[config.mk]
export PLATFORM = sky130hd
export DESIGN_NAME = seven_segment_mux_flat
export DESIGN_NICKNAME = d
export VERILOG_FILES = /design/src/rtl/seven_segment_mux_if.sv /design/src/rtl/seven_segment_mux.sv /design/src/flat_wrapper.sv
export SDC_FILE = /design/constraint.sdc
export NUM_CORES = 1
export LEC_CHECK = 0
export ABC_AREA = 1
export CORE_ASPECT_RATIO = 1.4
export CORE_MARGIN = 2
export CORE_UTILIZATION = 35
export DETAILED_ROUTE_END_ITERATION = 6
export PLACE_DENSITY_LB_ADDON = 0.08
export SLEW_MARGIN = 20
export SYNTH_ARGS = -nofsm -noshare
export SYNTH_HDL_FRONTEND = slang
export SYNTH_SLANG_ARGS = --single-unit
[constraint.sdc]
create_clock -name clk -period 5.6 [get_ports clk]
set_input_delay 1.68 -clock clk [delete_from_list [all_inputs] [get_ports clk]]
set_output_delay 1.68 -clock clk [all_outputs]
set_load 0.03 [all_outputs]
[src/rtl/seven_segment_mux_if.sv]
// rtl/seven_segment_mux_if.sv - load/count request and display outputs of seven_segment_mux
interface seven_segment_mux_if #(
   parameter int COUNT_W = 7
);
   logic               load;
   logic [COUNT_W-1:0] count;
   logic               busy;
   logic [6:0]         segments;
   logic               digit;

   modport master (
      output load, count,
      input  busy, segments, digit
   );

   modport slave (
      input  load, count,
      output busy, segments, digit
   );
endinterface

[src/rtl/seven_segment_mux.sv]
// rtl/seven_segment_mux.sv - binary count to two multiplexed 7-segment digits via subtract-10 engine
// Optional build macro LEADING_ZERO_BLANK_EN blanks a zero tens digit.
module seven_segment_mux #(
   parameter int DIGIT_PERIOD = 100,
   parameter int COUNT_W      = 7
) (
   input logic                clk,
   input logic                reset,
   seven_segment_mux_if.slave bus
);

   localparam int TW = (DIGIT_PERIOD > 1) ? $clog2(DIGIT_PERIOD) : 1;
   localparam logic [TW-1:0] TIMER_LAST = TW'(DIGIT_PERIOD - 1);
   localparam logic [6:0] SEG_DASH = 7'b1000000;

   typedef enum logic {IDLE, CONVERT} state_t;

   state_t             state, state_next;
   logic [COUNT_W-1:0] rem;
   logic [3:0]         wtens;
   logic               ovf;
   logic [3:0]         disp_tens, disp_units;
   logic               disp_dash;
   logic [TW-1:0]      timer;
   logic               digit_q, digit_next;
   logic [6:0]         seg_q, seg_next;
   logic               start, commit, rem_ge10, count_ovf;

   assign count_ovf = (32'(bus.count) > 32'd99);
   assign rem_ge10  = (rem >= COUNT_W'(10));

   function automatic logic [6:0] decode(input logic [3:0] d);
      case (d)
         4'd0:    decode = 7'h3F;
         4'd1:    decode = 7'h06;
         4'd2:    decode = 7'h5B;
         4'd3:    decode = 7'h4F;
         4'd4:    decode = 7'h66;
         4'd5:    decode = 7'h6D;
         4'd6:    decode = 7'h7D;
         4'd7:    decode = 7'h07;
         4'd8:    decode = 7'h7F;
         4'd9:    decode = 7'h6F;
         default: decode = 7'h00;
      endcase
   endfunction

   always_ff @(posedge clk) begin
      if (reset) begin
         state <= IDLE;
      end else begin
         state <= state_next;
      end
   end

   always_comb begin
      state_next = state;
      case (state)
         IDLE:    if (bus.load) state_next = CONVERT;
         CONVERT: if (ovf || !rem_ge10) state_next = IDLE;
         default: state_next = IDLE;
      endcase
   end

   // Loads arriving in CONVERT are dropped simply because start requires IDLE.
   always_comb begin
      bus.busy = (state == CONVERT);
      start    = (state == IDLE) && bus.load;
      commit   = (state == CONVERT) && (ovf || !rem_ge10);
   end

   always_ff @(posedge clk) begin
      if (reset) begin
         rem        <= '0;
         wtens      <= '0;
         ovf        <= 1'b0;
         disp_tens  <= '0;
         disp_units <= '0;
         disp_dash  <= 1'b0;
      end else if (start) begin
         rem   <= bus.count;
         wtens <= '0;
         ovf   <= count_ovf;
      end else if (commit) begin
         ovf <= 1'b0;
         if (ovf) begin
            disp_dash <= 1'b1;
         end else begin
            disp_tens  <= wtens;
            disp_units <= rem[3:0];
            disp_dash  <= 1'b0;
         end
      end else if (state == CONVERT) begin
         rem   <= rem - COUNT_W'(10);
         wtens <= wtens + 4'd1;
      end
   end

   // Decode from the upcoming digit so segments and digit move on the same edge.
   always_comb begin
      digit_next = (timer == TIMER_LAST) ? ~digit_q : digit_q;
      seg_next   = decode(digit_next ? disp_tens : disp_units);
      if (disp_dash) begin
         seg_next = SEG_DASH;
      end
`ifdef LEADING_ZERO_BLANK_EN
      else if (digit_next && (disp_tens == 4'd0)) begin
         seg_next = 7'b0000000;
      end
`else
      else begin
         seg_next = seg_next;
      end
`endif
   end

   always_ff @(posedge clk) begin
      if (reset) begin
         timer   <= '0;
         digit_q <= 1'b0;
         seg_q   <= '0;
      end else begin
         timer   <= (timer == TIMER_LAST) ? '0 : timer + 1'b1;
         digit_q <= digit_next;
         seg_q   <= seg_next;
      end
   end

   assign bus.segments = seg_q;
   assign bus.digit    = digit_q;

endmodule

[src/flat_wrapper.sv]
// flat-port wrapper written by rule: the top's interface ports become plain ports
module seven_segment_mux_flat 
#(
   parameter int DIGIT_PERIOD = 100,
   parameter int COUNT_W      = 7
)
  (clk, reset, bus_load, bus_count, bus_busy, bus_segments, bus_digit);
  seven_segment_mux_if #(.COUNT_W(COUNT_W)) bus_i ();
  input logic clk;
  input logic reset;
  input wire logic [$bits(bus_i.load)-1:0] bus_load;
  input wire logic [$bits(bus_i.count)-1:0] bus_count;
  output wire logic [$bits(bus_i.busy)-1:0] bus_busy;
  output wire logic [$bits(bus_i.segments)-1:0] bus_segments;
  output wire logic [$bits(bus_i.digit)-1:0] bus_digit;
  assign bus_i.load = bus_load;
  assign bus_i.count = bus_count;
  assign bus_busy = bus_i.busy;
  assign bus_segments = bus_i.segments;
  assign bus_digit = bus_i.digit;
  seven_segment_mux #(.DIGIT_PERIOD(DIGIT_PERIOD), .COUNT_W(COUNT_W)) u_core (.clk(clk), .reset(reset), .bus(bus_i));
endmodule
==> flow_metrics.tcl, run 1 <==
set metrics [dict create \
    synth.distinct_cells 32 \
    synth.top_cell.area_share_pct 40.6 \
    cts_num_sinks 37 \
    n_antenna_cell 0 \
    period_needed_ps 3090 \
    cts_resized 0 \
    io_pins 19 \
    clockBufferDepth 2 \
    ctsHoldBuffers 0 \
    core_um2 5080 \
    slew_headroom_pct 65.4 \
    drive_gt1_share_pct 7.75 \
    required_ps 3920 \
    portBuffers 18 \
    ys_seq_area_share_pct 40.6 \
    rsz0062_at_grt "false" \
    hold_viol 0 \
    die_h_um 89.4 \
    grt_max_degree 15 \
    fin_nets 289 \
    cts_buffers 5 \
    synth_edf_count 0 \
    synthCells 248 \
    placementRows 31 \
    worstSetupStartpointType "register" \
    cp_slowest_cell "clkdlybuf4s50_1" \
    ys_async_sr_fraction_pct 0 \
    place.gp.congestion 0.828 \
    cp_num_buf_inv 1 \
    dominantRegCellSynth "dfxtp_1" \
    grt_pass1_vias 1530 \
    cts_setup_buffers 0 \
    ys_seq_elements 37 \
    finalPower_mw 0.638 \
    cts_tree "yes" \
    die_x_um 65.0 \
    avgRoutedWirePerCell_um 11.4 \
    routed_wl_um 3830 \
    setup.worst_path.class "register to primary output" \
    synthTopCellsByArea "dfxtp_1 41%, nand2_1 9.1%, inv_1 8.0%" \
    syn_area_um2 1820 \
    drc_errors 0 \
    first_iter_violations 89 \
    syn_area_per_cell_um2 7.35 \
    drv_slew 0 \
    power_density_nw_per_um2 297 \
    path_max_fanout 5 \
    setup_viol 0 \
    grt_overflow 0 \
    antenna_found_initial 0 \
    fin_crit_sh_pct 55.2 \
    root_buffer "clkbuf_8" \
    clk_pin_slew_ps 70 \
    skew_ps 4.27 \
    p_leak_nw 0.906 \
    clk_latency_ps 290 \
    max_stage_delay_ps 700 \
    drtAntennaViolNets 0 \
    dieArea_um2 5810 \
    maxCapViolCount 0 \
    htreeDepth 2 \
    hp-class "register to register" \
    synth_commonest_cells "44 x nand2_1, 39 x inv_1, 37 x dfxtp_1" \
    start_util_pct 35.9 \
    synth_most_common_cell "nand2_1" \
    ir_worst_vdd_mv 0.143 \
    status "finished clean" \
    yosys.area.top_type "dfxtp_1" \
    grt_pass1_wl_um 6870 \
    fin_tns_setup_ps 0 \
    grt_usage_pct 15.6 \
    path_delay_family "buffers and inverters" \
    tightestPinTransition_ps 514 \
    dr.pass1.iters 4 \
    yosysWarningCount 0 \
    dpl.hpwl_um 2910 \
    arrival_ps 1410 \
    syn-num-nets 267 \
    via_per_inst 4.66 \
    path_cells "clkdlybuf4s50_1" \
    cp-end-kind "primary output" \
    syn2layout_area_growth_pct 17.8 \
    via_count 1569 \
    fmax_mhz 323 \
]
-- sequential cells by signal, summed over array words and instances, names as in the netlist --
| name | flops |
|---|---|
| u_core.timer | 7 |
| u_core.bus.busy | 1 |
| u_core.rem | 7 |
| u_core.wtens | 4 |
| u_core.disp_tens | 4 |
| u_core.disp_units | 4 |
| u_core.bus.segments | 7 |
| u_core.ovf | 1 |
| u_core.disp_dash | 1 |
| u_core.bus.digit | 1 |
-- layout by cell type (no fill, tap or decap), types with 2 or more instances in the layout --
cell / Yosys / layout
xnor2_1: 2 / 2
clkbuf_8: 0 / 5
nor2_2: 4 / 4
nand3_2: 2 / 2
a21oi_1: 26 / 26
clkdlybuf4s50_1: 0 / 18
ha_1: 9 / 9
inv_1: 39 / 39
nand2_2: 4 / 4
nand3_1: 11 / 11
o21ai_0: 20 / 20
nor3b_1: 2 / 2
nor3_1: 4 / 4
dfxtp_1: 37 / 37
xor2_1: 2 / 2
clkbuf_1: 2 / 3
nand2_1: 44 / 44
nor2_1: 24 / 24
-- metal layers --
layer | vias to the layer above | track usage [%] | wire (um)
met4 | 0 | 6.96 | 79
met3 | 6 | 3.53 | 114
met1 | 702 | 15.5 | 1610
met2 | 21 | 30.4 | 2020
li1 | 840 | - | -
met5 | - | 0 | 0
-- kinds of logic (layout without fill, tap and decap cells) --
| family | Yosys count | after routing | synth area share, % |
|---|---|---|---|
| AO/OA/AOI/OAI | 54 | 54 | 16.2 |
| XOR/XNOR | 4 | 4 | 1.92 |
| adder cells (fa/ha/maj) | 9 | 9 | 6.18 |
| buffers and inverters | 43 | 66 | 9.27 |
| flip-flops | 37 | 37 | 40.6 |
| AND/OR/NAND/NOR | 101 | 101 | 25.8 |
-- metrics by stage --
step / util [%] / cell area [um2] / setup WS [ps] / instances / hold WS [ps]
4_1_cts: 42.3 / 2150 / 2490 / 337 / 456
6_report: 42.3 / 2150 / 2510 / 337 / 454
3_3_place_gp: 40.7 / 2070 / 2300 / 329 / 433
5_1_grt: 42.3 / 2150 / 2350 / 337 / 485
3_5_place_dp: 40.7 / 2070 / 2240 / 329 / 439
2_1_floorplan: - / 1820 / 3040 / 248 / 418
-- final cells by class --
cell class,count,area [um2]
multi-input cells,168,913
fillers,531,2930
inverters,40,150
flip-flops and latches,37,741
well taps,66,82.6
clock buffers,8,80.1
repair buffers,18,180
-- final timing paths --
kind,startpoint,end,slack (ps),cells after the start
min,u_core.timer[0]$_SDFF_PP0_,u_core.timer[0]$_SDFF_PP0_,450,1
max,u_core.bus.busy$_SDFF_PP0_,bus_busy,2510,1
max reg2reg,u_core.timer[0]$_SDFF_PP0_,u_core.bus.segments[0]$_SDFF_PP0_,3310,12
min reg2reg,u_core.timer[0]$_SDFF_PP0_,u_core.timer[0]$_SDFF_PP0_,450,1
-- where the power goes --
group,switching [mW],internal (mW)
Clock,0.0926,0.0885
Combinational,0.0944,0.0580
Sequential,0.0154,0.289
Note: power is estimated with default switching activity, not from simulation.
==> run 2: changes to the inputs <==
- clock period: 5.6 -> 3.1 ns (I/O delays scaled with it)
==> flow_metrics.tcl, run 2 (synthesis gave the netlist of run 1 again) <==
set metrics [dict create \
    ir_worst_vdd_mv 0.186 \
    drv_slew 0 \
    clk_latency_ps 290 \
    grt_pass1_wl_um 6410 \
    die_h_um 89.4 \
    placementRows 31 \
    max_stage_delay_ps 710 \
    setup.worst_path.class "register to primary output" \
    hp-class "register to register" \
    ctsHoldBuffers 0 \
    grt_pass1_vias 1475 \
    cts_resized 0 \
    via_per_inst 4.55 \
    grt_max_degree 15 \
    cp_num_buf_inv 1 \
    worstSetupStartpointType "register" \
    fmax_mhz 424 \
    maxCapViolCount 0 \
    path_delay_family "buffers and inverters" \
    io_pins 19 \
    grt_overflow 0 \
    drtAntennaViolNets 0 \
    fin_tns_setup_ps 0 \
    cts_buffers 5 \
    first_iter_violations 45 \
    period_needed_ps 2360 \
    core_um2 5080 \
    required_ps 2170 \
    status "finished clean" \
    cts_setup_buffers 0 \
    clk_pin_slew_ps 70 \
    tightestPinTransition_ps 493 \
    dpl.hpwl_um 2900 \
    dieArea_um2 5810 \
    path_cells "clkdlybuf4s50_1" \
    avgRoutedWirePerCell_um 10.9 \
    final_common_cell "nand2_1" \
    n_antenna_cell 0 \
    fin_crit_sh_pct 76.1 \
    drive_gt1_share_pct 9.16 \
    power_density_nw_per_um2 533 \
    rsz0062_at_grt "false" \
    grt_usage_pct 14.8 \
    most-common-layout-cells "44 x nand2_1, 39 x inv_1, 37 x dfxtp_1, 26 x a21oi_1, 24 x nor2_1" \
    clockBufferDepth 2 \
    cp-end-kind "primary output" \
    fin_area_um2 2160 \
    setup_viol 0 \
    slew_headroom_pct 66.8 \
    die_x_um 65.0 \
    drc_errors 0 \
    arrival_ps 1430 \
    via_count 1541 \
    portBuffers 18 \
    dr.pass1.iters 4 \
    antenna_found_initial 0 \
    routed_wl_um 3710 \
    hold_viol 0 \
    path_max_fanout 5 \
    syn2layout_area_growth_pct 18.7 \
    root_buffer "clkbuf_8" \
    cp_slowest_cell "clkdlybuf4s50_1" \
    cts_num_sinks 37 \
    p_leak_nw 0.921 \
    cts_tree "yes" \
    fin_nets 291 \
    htreeDepth 2 \
    regToRegSetupSlack_ps 840 \
    place.gp.congestion 0.808 \
    n_fill_cell 532 \
    skew_ps 7.13 \
    dpl_cell_area_um2 2080 \
    start_util_pct 35.9 \
]
run 2: cell type report:
cell class / count / area [um2] / share of cell area, %
Clock buffer: 6 / 72.6 / 3.35
Sequential cell: 37 / 741 / 34.2
Timing Repair Buffer: 20 / 195 / 9.02
Clock inverter: 2 / 10.0 / 0.462
Multi-Input combinational cell: 168 / 913 / 42.2
Tap cell: 66 / 82.6 / 3.82
Inverter: 40 / 150 / 6.94
run 2: through the flow:
step	hold WS, ps	util, %	worst slack [ps]	power (mW)	instances
3_5_place_dp	441	41.0	736	0.839	331
4_1_cts	459	42.6	734	1.17	339
2_1_floorplan	418	-	1190	0.751	248
5_1_grt	485	42.6	467	1.23	339
3_3_place_gp	435	41.0	765	0.840	331
6_report	453	42.6	741	1.15	339
run 2: where the power goes:
part / total [mW] / switching, mW / internal, mW
logic: 0.279 / 0.172 / 0.107
registers: 0.547 / 0.0255 / 0.521
clock network: 0.329 / 0.173 / 0.156
total: 1.15 / 0.370 / 0.784
run 2: worst register-to-register path, delay by kind of cell, from the launching register on:
kind,cells,cell delay [ps]
AO/OA/AOI/OAI,3,700
adder cells (fa/ha/maj),2,390
buffers and inverters,2,240
flip-flops,1,360
AND/OR/NAND/NOR,5,500
run 2: metal layers:
| metal | up-vias | global-route usage, % | wire length [um] |
|---|---|---|---|
| li1 | 845 | - | - |
| met3 | 6 | 3.78 | 105 |
| met2 | 24 | 29.1 | 2000 |
| met4 | 0 | 5.80 | 62 |
| met5 | - | 0 | 0 |
| met1 | 666 | 14.5 | 1540 |
run 2: worst paths after layout:
kind,from,to,cells after the start
worst min-delay path,u_core.timer[0]$_SDFF_PP0_,u_core.timer[0]$_SDFF_PP0_,1
worst max-delay path,u_core.bus.busy$_SDFF_PP0_,bus_busy,1
worst max register to register,u_core.timer[0]$_SDFF_PP0_,u_core.bus.segments[0]$_SDFF_PP0_,12
worst min register to register,u_core.timer[0]$_SDFF_PP0_,u_core.timer[0]$_SDFF_PP0_,1
